$ cat src/rtl/fp_cmp_pipe_if.sv
// Handshake and operand/result bundle for fp_cmp_pipe.
// nan_cnt exists only when FP_CMP_NAN_EN is defined.
interface fp_cmp_pipe_if #(
  parameter int EXP_W = 6,
  parameter int MAN_W = 9
);
  localparam int W = 1 + EXP_W + MAN_W;

  logic         in_valid;
  logic         in_ready;
  logic [W-1:0] a;
  logic [W-1:0] b;
  logic [2:0]   opcode;
  logic         out_valid;
  logic         out_ready;
  logic [W-1:0] result;
  logic         lt;
  logic         gt;
  logic         eq;
  logic         unord;
`ifdef FP_CMP_NAN_EN
  logic [7:0]   nan_cnt;

  modport master (
    output in_valid, a, b, opcode, out_ready,
    input  in_ready, out_valid, result, lt, gt, eq, unord, nan_cnt
  );
  modport slave (
    input  in_valid, a, b, opcode, out_ready,
    output in_ready, out_valid, result, lt, gt, eq, unord, nan_cnt
  );
`else
  modport master (
    output in_valid, a, b, opcode, out_ready,
    input  in_ready, out_valid, result, lt, gt, eq, unord
  );
  modport slave (
    input  in_valid, a, b, opcode, out_ready,
    output in_ready, out_valid, result, lt, gt, eq, unord
  );
`endif
endinterface

$ cat src/rtl/fp_cmp_pipe.sv
// Two-stage floating-point compare/min/max pipeline with valid/ready flow control.
// Optional NaN handling and nan_cnt output enabled by macro FP_CMP_NAN_EN.
module fp_cmp_pipe #(
  parameter int EXP_W = 6,
  parameter int MAN_W = 9
) (
  input logic          clk,
  input logic          rst,
  fp_cmp_pipe_if.slave bus
);
  localparam int W = 1 + EXP_W + MAN_W;

  typedef enum logic [2:0] {
    OP_LT   = 3'b000,
    OP_GT   = 3'b001,
    OP_EQ   = 3'b010,
    OP_LE   = 3'b011,
    OP_GE   = 3'b100,
    OP_MIN  = 3'b101,
    OP_MAX  = 3'b110,
    OP_RSVD = 3'b111
  } op_e;

  // Stage 1 state
  logic         s1_valid_q, s1_valid_d;
  logic [W-1:0] s1_a_q, s1_a_d;
  logic [W-1:0] s1_b_q, s1_b_d;
  op_e          s1_op_q, s1_op_d;
  logic         s1_lt_q, s1_lt_d;
  logic         s1_gt_q, s1_gt_d;
  logic         s1_eq_q, s1_eq_d;
  logic         s1_unord_q, s1_unord_d;
  logic         s1_a_nan_q, s1_a_nan_d;
  logic         s1_b_nan_q, s1_b_nan_d;

  // Stage 2 (output) state
  logic         s2_valid_q, s2_valid_d;
  logic [W-1:0] res_q, res_d;
  logic         lt_q, lt_d;
  logic         gt_q, gt_d;
  logic         eq_q, eq_d;
  logic         unord_q, unord_d;

  logic s1_load, s2_load;
  logic a_nan, b_nan, a_zero, b_zero, c_lt, c_gt, c_eq;
  logic [W-1:0] res_sel;
  logic         rel;

  assign s2_load      = !s2_valid_q || bus.out_ready;
  assign s1_load      = !s1_valid_q || s2_load;
  assign bus.in_ready = s1_load;

  // Classification and sign-magnitude relation of the incoming pair
  always_comb begin
    a_nan = 1'b0;
    b_nan = 1'b0;
`ifdef FP_CMP_NAN_EN
    a_nan = (&bus.a[W-2:MAN_W]) && (|bus.a[MAN_W-1:0]);
    b_nan = (&bus.b[W-2:MAN_W]) && (|bus.b[MAN_W-1:0]);
`endif
    a_zero = (bus.a[W-2:0] == '0);
    b_zero = (bus.b[W-2:0] == '0);
    c_lt = 1'b0;
    c_gt = 1'b0;
    c_eq = 1'b0;
    if (a_nan || b_nan) begin
      c_lt = 1'b0;
    end else if (a_zero && b_zero) begin
      c_eq = 1'b1;
    end else if (bus.a[W-1] != bus.b[W-1]) begin
      c_lt = bus.a[W-1];
      c_gt = bus.b[W-1];
    end else if (bus.a[W-2:0] == bus.b[W-2:0]) begin
      c_eq = 1'b1;
    end else begin
      // Magnitude order flips when both operands are negative
      c_lt = (bus.a[W-2:0] < bus.b[W-2:0]) ^ bus.a[W-1];
      c_gt = !c_lt;
    end
  end

  always_comb begin
    s1_valid_d = s1_valid_q;
    s1_a_d     = s1_a_q;
    s1_b_d     = s1_b_q;
    s1_op_d    = s1_op_q;
    s1_lt_d    = s1_lt_q;
    s1_gt_d    = s1_gt_q;
    s1_eq_d    = s1_eq_q;
    s1_unord_d = s1_unord_q;
    s1_a_nan_d = s1_a_nan_q;
    s1_b_nan_d = s1_b_nan_q;
    if (s1_load) begin
      s1_valid_d = bus.in_valid;
      s1_a_d     = bus.a;
      s1_b_d     = bus.b;
      s1_op_d    = op_e'(bus.opcode);
      s1_lt_d    = c_lt;
      s1_gt_d    = c_gt;
      s1_eq_d    = c_eq;
      s1_unord_d = a_nan || b_nan;
      s1_a_nan_d = a_nan;
      s1_b_nan_d = b_nan;
    end
  end

  // Opcode decode and result select
  always_comb begin
    rel     = 1'b0;
    res_sel = '0;
    case (s1_op_q)
      OP_LT: rel = s1_lt_q;
      OP_GT: rel = s1_gt_q;
      OP_EQ: rel = s1_eq_q;
      OP_LE: rel = s1_lt_q || s1_eq_q;
      OP_GE: rel = s1_gt_q || s1_eq_q;
      default: rel = 1'b0;
    endcase
    case (s1_op_q)
      OP_LT, OP_GT, OP_EQ, OP_LE, OP_GE: res_sel = rel ? '1 : '0;
      OP_MIN: begin
        if (s1_unord_q) res_sel = (s1_a_nan_q && !s1_b_nan_q) ? s1_b_q : s1_a_q;
        else            res_sel = (s1_lt_q || s1_eq_q) ? s1_a_q : s1_b_q;
      end
      OP_MAX: begin
        if (s1_unord_q) res_sel = (s1_a_nan_q && !s1_b_nan_q) ? s1_b_q : s1_a_q;
        else            res_sel = (s1_gt_q || s1_eq_q) ? s1_a_q : s1_b_q;
      end
      default: res_sel = '0;
    endcase
  end

  always_comb begin
    s2_valid_d = s2_valid_q;
    res_d      = res_q;
    lt_d       = lt_q;
    gt_d       = gt_q;
    eq_d       = eq_q;
    unord_d    = unord_q;
    if (s2_load) begin
      s2_valid_d = s1_valid_q;
      if (s1_valid_q) begin
        res_d   = res_sel;
        lt_d    = s1_lt_q;
        gt_d    = s1_gt_q;
        eq_d    = s1_eq_q;
        unord_d = s1_unord_q;
      end
    end
  end

  always_ff @(posedge clk or posedge rst) begin
    if (rst) begin
      s1_valid_q <= 1'b0;
      s1_a_q     <= '0;
      s1_b_q     <= '0;
      s1_op_q    <= OP_LT;
      s1_lt_q    <= 1'b0;
      s1_gt_q    <= 1'b0;
      s1_eq_q    <= 1'b0;
      s1_unord_q <= 1'b0;
      s1_a_nan_q <= 1'b0;
      s1_b_nan_q <= 1'b0;
      s2_valid_q <= 1'b0;
      res_q      <= '0;
      lt_q       <= 1'b0;
      gt_q       <= 1'b0;
      eq_q       <= 1'b0;
      unord_q    <= 1'b0;
    end else begin
      s1_valid_q <= s1_valid_d;
      s1_a_q     <= s1_a_d;
      s1_b_q     <= s1_b_d;
      s1_op_q    <= s1_op_d;
      s1_lt_q    <= s1_lt_d;
      s1_gt_q    <= s1_gt_d;
      s1_eq_q    <= s1_eq_d;
      s1_unord_q <= s1_unord_d;
      s1_a_nan_q <= s1_a_nan_d;
      s1_b_nan_q <= s1_b_nan_d;
      s2_valid_q <= s2_valid_d;
      res_q      <= res_d;
      lt_q       <= lt_d;
      gt_q       <= gt_d;
      eq_q       <= eq_d;
      unord_q    <= unord_d;
    end
  end

  assign bus.out_valid = s2_valid_q;
  assign bus.result    = res_q;
  assign bus.lt        = lt_q;
  assign bus.gt        = gt_q;
  assign bus.eq        = eq_q;
  assign bus.unord     = unord_q;

`ifdef FP_CMP_NAN_EN
  logic [7:0] nan_cnt_q, nan_cnt_d;

  always_comb begin
    nan_cnt_d = nan_cnt_q;
    if (s2_valid_q && bus.out_ready && unord_q && (nan_cnt_q != 8'hFF))
      nan_cnt_d = nan_cnt_q + 8'd1;
  end

  always_ff @(posedge clk or posedge rst) begin
    if (rst) nan_cnt_q <= '0;
    else     nan_cnt_q <= nan_cnt_d;
  end

  assign bus.nan_cnt = nan_cnt_q;
`endif
endmodule

$ cat src/flat_wrapper.sv
// flat-port wrapper written by rule: the top's interface ports become plain ports
module fp_cmp_pipe_flat 
#(
  parameter int EXP_W = 6,
  parameter int MAN_W = 9
)
  (clk, rst, bus_in_valid, bus_a, bus_b, bus_opcode, bus_out_ready, bus_in_ready, bus_out_valid, bus_result, bus_lt, bus_gt, bus_eq, bus_unord);
  fp_cmp_pipe_if #(.EXP_W(EXP_W), .MAN_W(MAN_W)) bus_i ();
  input logic clk;
  input logic rst;
  input wire logic [$bits(bus_i.in_valid)-1:0] bus_in_valid;
  input wire logic [$bits(bus_i.a)-1:0] bus_a;
  input wire logic [$bits(bus_i.b)-1:0] bus_b;
  input wire logic [$bits(bus_i.opcode)-1:0] bus_opcode;
  input wire logic [$bits(bus_i.out_ready)-1:0] bus_out_ready;
  output wire logic [$bits(bus_i.in_ready)-1:0] bus_in_ready;
  output wire logic [$bits(bus_i.out_valid)-1:0] bus_out_valid;
  output wire logic [$bits(bus_i.result)-1:0] bus_result;
  output wire logic [$bits(bus_i.lt)-1:0] bus_lt;
  output wire logic [$bits(bus_i.gt)-1:0] bus_gt;
  output wire logic [$bits(bus_i.eq)-1:0] bus_eq;
  output wire logic [$bits(bus_i.unord)-1:0] bus_unord;
  assign bus_i.in_valid = bus_in_valid;
  assign bus_i.a = bus_a;
  assign bus_i.b = bus_b;
  assign bus_i.opcode = bus_opcode;
  assign bus_i.out_ready = bus_out_ready;
  assign bus_in_ready = bus_i.in_ready;
  assign bus_out_valid = bus_i.out_valid;
  assign bus_result = bus_i.result;
  assign bus_lt = bus_i.lt;
  assign bus_gt = bus_i.gt;
  assign bus_eq = bus_i.eq;
  assign bus_unord = bus_i.unord;
  fp_cmp_pipe #(.EXP_W(EXP_W), .MAN_W(MAN_W)) u_core (.clk(clk), .rst(rst), .bus(bus_i));
endmodule
$ cat config.mk
export PLATFORM = sky130hd
export DESIGN_NAME = fp_cmp_pipe_flat
export DESIGN_NICKNAME = d
export VERILOG_FILES = /design/src/rtl/fp_cmp_pipe_if.sv /design/src/rtl/fp_cmp_pipe.sv /design/src/flat_wrapper.sv
export SDC_FILE = /design/constraint.sdc
export NUM_CORES = 1
export LEC_CHECK = 0
export CORE_ASPECT_RATIO = 0.9
export CORE_UTILIZATION = 40
export CTS_CLUSTER_DIAMETER = 150
export DETAILED_ROUTE_END_ITERATION = 7
export PLACE_DENSITY = 0.69
export SLEW_MARGIN = 10
export SYNTH_ARGS = -nofsm -noshare
export SYNTH_HDL_FRONTEND = slang
export SYNTH_SLANG_ARGS = --single-unit
$ cat constraint.sdc
create_clock -name clk -period 2.38 [get_ports clk]
set_input_delay 0.476 -clock clk [delete_from_list [all_inputs] [get_ports clk]]
set_output_delay 0.476 -clock clk [all_outputs]
set_load 0.05 [all_outputs]
==> results of run 1 <==
-- worst max-delay path by stage --
stage	endpoint	slack [ns]	depth (start not counted)	from
floorplan	bus_in_ready	0.34	4	u_core.bus.out_valid
global placement	u_core.s1_gt_q	0.08	8	bus_b[13]
detailed placement	u_core.s1_lt_q	0.03	8	bus_b[10]
CTS	u_core.bus.result[3]	0.22	5	u_core.s1_op_q[1]
global route	u_core.bus.result[3]	0.11	5	u_core.s1_op_q[1]
finish	u_core.bus.result[3]	0.22	5	u_core.s1_op_q[1]
-- per-layer routing --
layer	global-route usage [%]	share of wire (%)
met3	4.62	5.4
met5	0	0
met1	27.5	46
met2	32.1	47
met4	7.55	2.2
-- metrics by stage --
step	total power, mW	cell area (sq um)	hold WS, ns
after floorplan	1.99	3030	0.439
after global placement	2.34	3720	0.453
after detailed placement	2.36	3720	0.456
after CTS	3.41	3940	0.472
after global routing	3.55	3940	0.502
final	3.38	3940	0.472
-- state kept, by name, indices dropped and copies added (netlist names) --
signal	cells
u_core.bus.result	16
u_core.s1_a_q	16
u_core.s1_b_q	16
u_core.s1_op_q	3
u_core.bus.eq	1
u_core.bus.gt	1
u_core.bus.lt	1
u_core.bus.out_valid	1
u_core.s1_eq_q	1
u_core.s1_gt_q	1
u_core.s1_lt_q	1
u_core.s1_valid_q	1
-- kinds of logic (layout without fill, tap and decap cells) --
family	count (synthesis)	in the layout	synth area share, %
mux	3	3	1.11
buf+inv	37	107	6.06
compound gates	76	76	18.5
flops	59	59	48.7
other cells	1	1	0.124
fa+ha+maj	15	15	6.19
xor+xnor	1	1	0.289
simple gates	129	129	19.1
-- report_power, final --
| group | internal [mW] | switching [mW] | leakage (nW) | total [mW] |
|---|---|---|---|---|
| logic | 0.394 | 0.666 | 0.957 | 1.06 |
| clock network | 0.645 | 0.393 | 0.113 | 1.04 |
| registers | 1.17 | 0.112 | 0.709 | 1.28 |
-- layout by cell type, fill, tap and decap left out, types with 8 or more instances in the layout --
cell / n
nand2_1: 92
dfrtp_1: 59
clkdlybuf4s50_1: 58
o21ai_0: 27
inv_1: 20
ha_1: 15
buf_4: 12
clkbuf_8: 11
a221oi_2: 10
o21ai_1: 10
nor2_1: 9
nor4_1: 8
-- area by class of cell --
type / count / area share (%)
Sequential cell: 59 / 37.4
Multi-Input combinational cell: 225 / 34.8
Timing Repair Buffer: 70 / 17.0
Clock buffer: 12 / 3.93
Tap cell: 93 / 2.95
Inverter: 21 / 2.00
Clock inverter: 4 / 1.84
-- worst reg2reg max path: cells and delay by family (launching register included) --
kind / cells / cell delay [ns]
and+or+nand+nor: 2 / 0.97
DFF: 1 / 0.45
AOI/OAI and AO/OA: 3 / 0.66
==> impl_metrics.ini, run 1 <==
[drt]
wl_per_cell_microns = 15.1
postRouteWirelength_microns = 7300
drc_errors = 0
drt_iter0_drc = 164
antenna_left = 0
via_count = 2561
drtPass1Iterations = 4
route.detailed.vias_per_inst = 5.29

[clocking]
cts_setup_buffers = 0
insertion_delay_ns = 0.35
cts_root_buf = clkbuf_8
cts_sinks = 59
cts_hold_buf = 0
cts_max_level = 3
cts_tree = done
cts.repair.resized = 0
path_clk_slew_ns = 0.07
cts.path.max_buffers = 2
cts_buffers = 9

[critical_path]
crit_fanout = 16
reg2reg_to = u_core.bus.result[3]
reg2reg_slack_ns = 0.22
reg2reg_from = u_core.s1_op_q[1]
cp.arrival_ns = 2.42
worstSetupPathType = flop to flop
cp_cell_sequence = nand2b_4, a2bb2oi_2, nor3b_4, a221oi_1, o21ai_0
start_kind = flop
cp_top_family = simple AND/OR/NAND/NOR gates
setup.worst_path.end_class = flop
cp_data_required_time_ns = 2.64
slowest_delay_ns = 0.79
worst_path_max_delay_cell = nor3b_4
critPathBufInv = 0
reg2reg_depth = 5

[yosys]
synthArstFlopShare_pct = 100
yosys_register_bits = 59
yosys_warnings = 0
synth_area_leader_cell = dfrtp_1
syn_area_sq_um = 3030
synth_nets = 375
synth_top_area_share_pct = 48.7
synth_most_common_cell = nand2_1
synth_top_flop_cell = dfrtp_1
syn_inst = 321
synth_area_leaders = dfrtp_1 49%, nand2_1 11%, ha_1 6.2%
synthTopCellsByCount = 92 x nand2_1, 59 x dfrtp_1, 27 x o21ai_0
yosysSeqAreaShare_pct = 48.7
synth-edff-count = 0
yosysUniqueCellTypes = 43
synth.avg_cell_area_sq_um = 9.45

[flow_run]
drv_cap = 0

[sta]
tightest_slew_ns = 0.953
fin_ws_ns = 0.219
fin_crit_ns = 2.16
fmax_mhz = 463
period_share_pct = 90.8
drv_slew = 0
rsz0062_at_grt = no
hold_violations = 0
setup_violations = 0
slew_headroom_pct = 36.4
fin_setup_tns_ns = 0
clock_skew_ns = 0.00739

[finish]
multi_input_area_sq_um = 1370
n_antenna_cell = 0
layout.nets = 440
post-route-util_pct = 54.9
area_growth_pct = 30.0
fillers = 664
final_cells = 484
seq_area_sq_um = 1480
drive_gt1_share_pct = 12.3

[placement]
port_buffers = 59
dp_hpwl_microns = 5450
place_congestion = 0.858
pre_cts_ws_ns = 0.0253
dp_cells = 468

[floorplan]
die_height_microns = 84.6
die_width_microns = 93.8
row_count = 29
io_pins = 61
core-area_sq_um = 7180
start_util_pct = 42.2
die_area_sq_um = 7940

[grt]
grt_max_degree = 55
track_usage_pct = 20.4
grt-ovfl-total = 0
antenna_found_initial = 0
grt_pass1_wl_microns = 12300
grt_pass1_vias = 2522

[hold_path]
hp-class = input port to async pin

[pwr]
power.density_nw_per_um2 = 856
max-vdd-ir-drop_v = 0.000381
power.leakage_nw = 1.78

[run_status]
status = finished clean
No activity file was read; power rests on OpenSTA's default activity.
==> run 2, diff against run 1 <==
- SKIP_LAST_GASP: not set -> 1
==> results of run 2 <==
No change in the layout: final DEF, timing and power equal those of run 1.
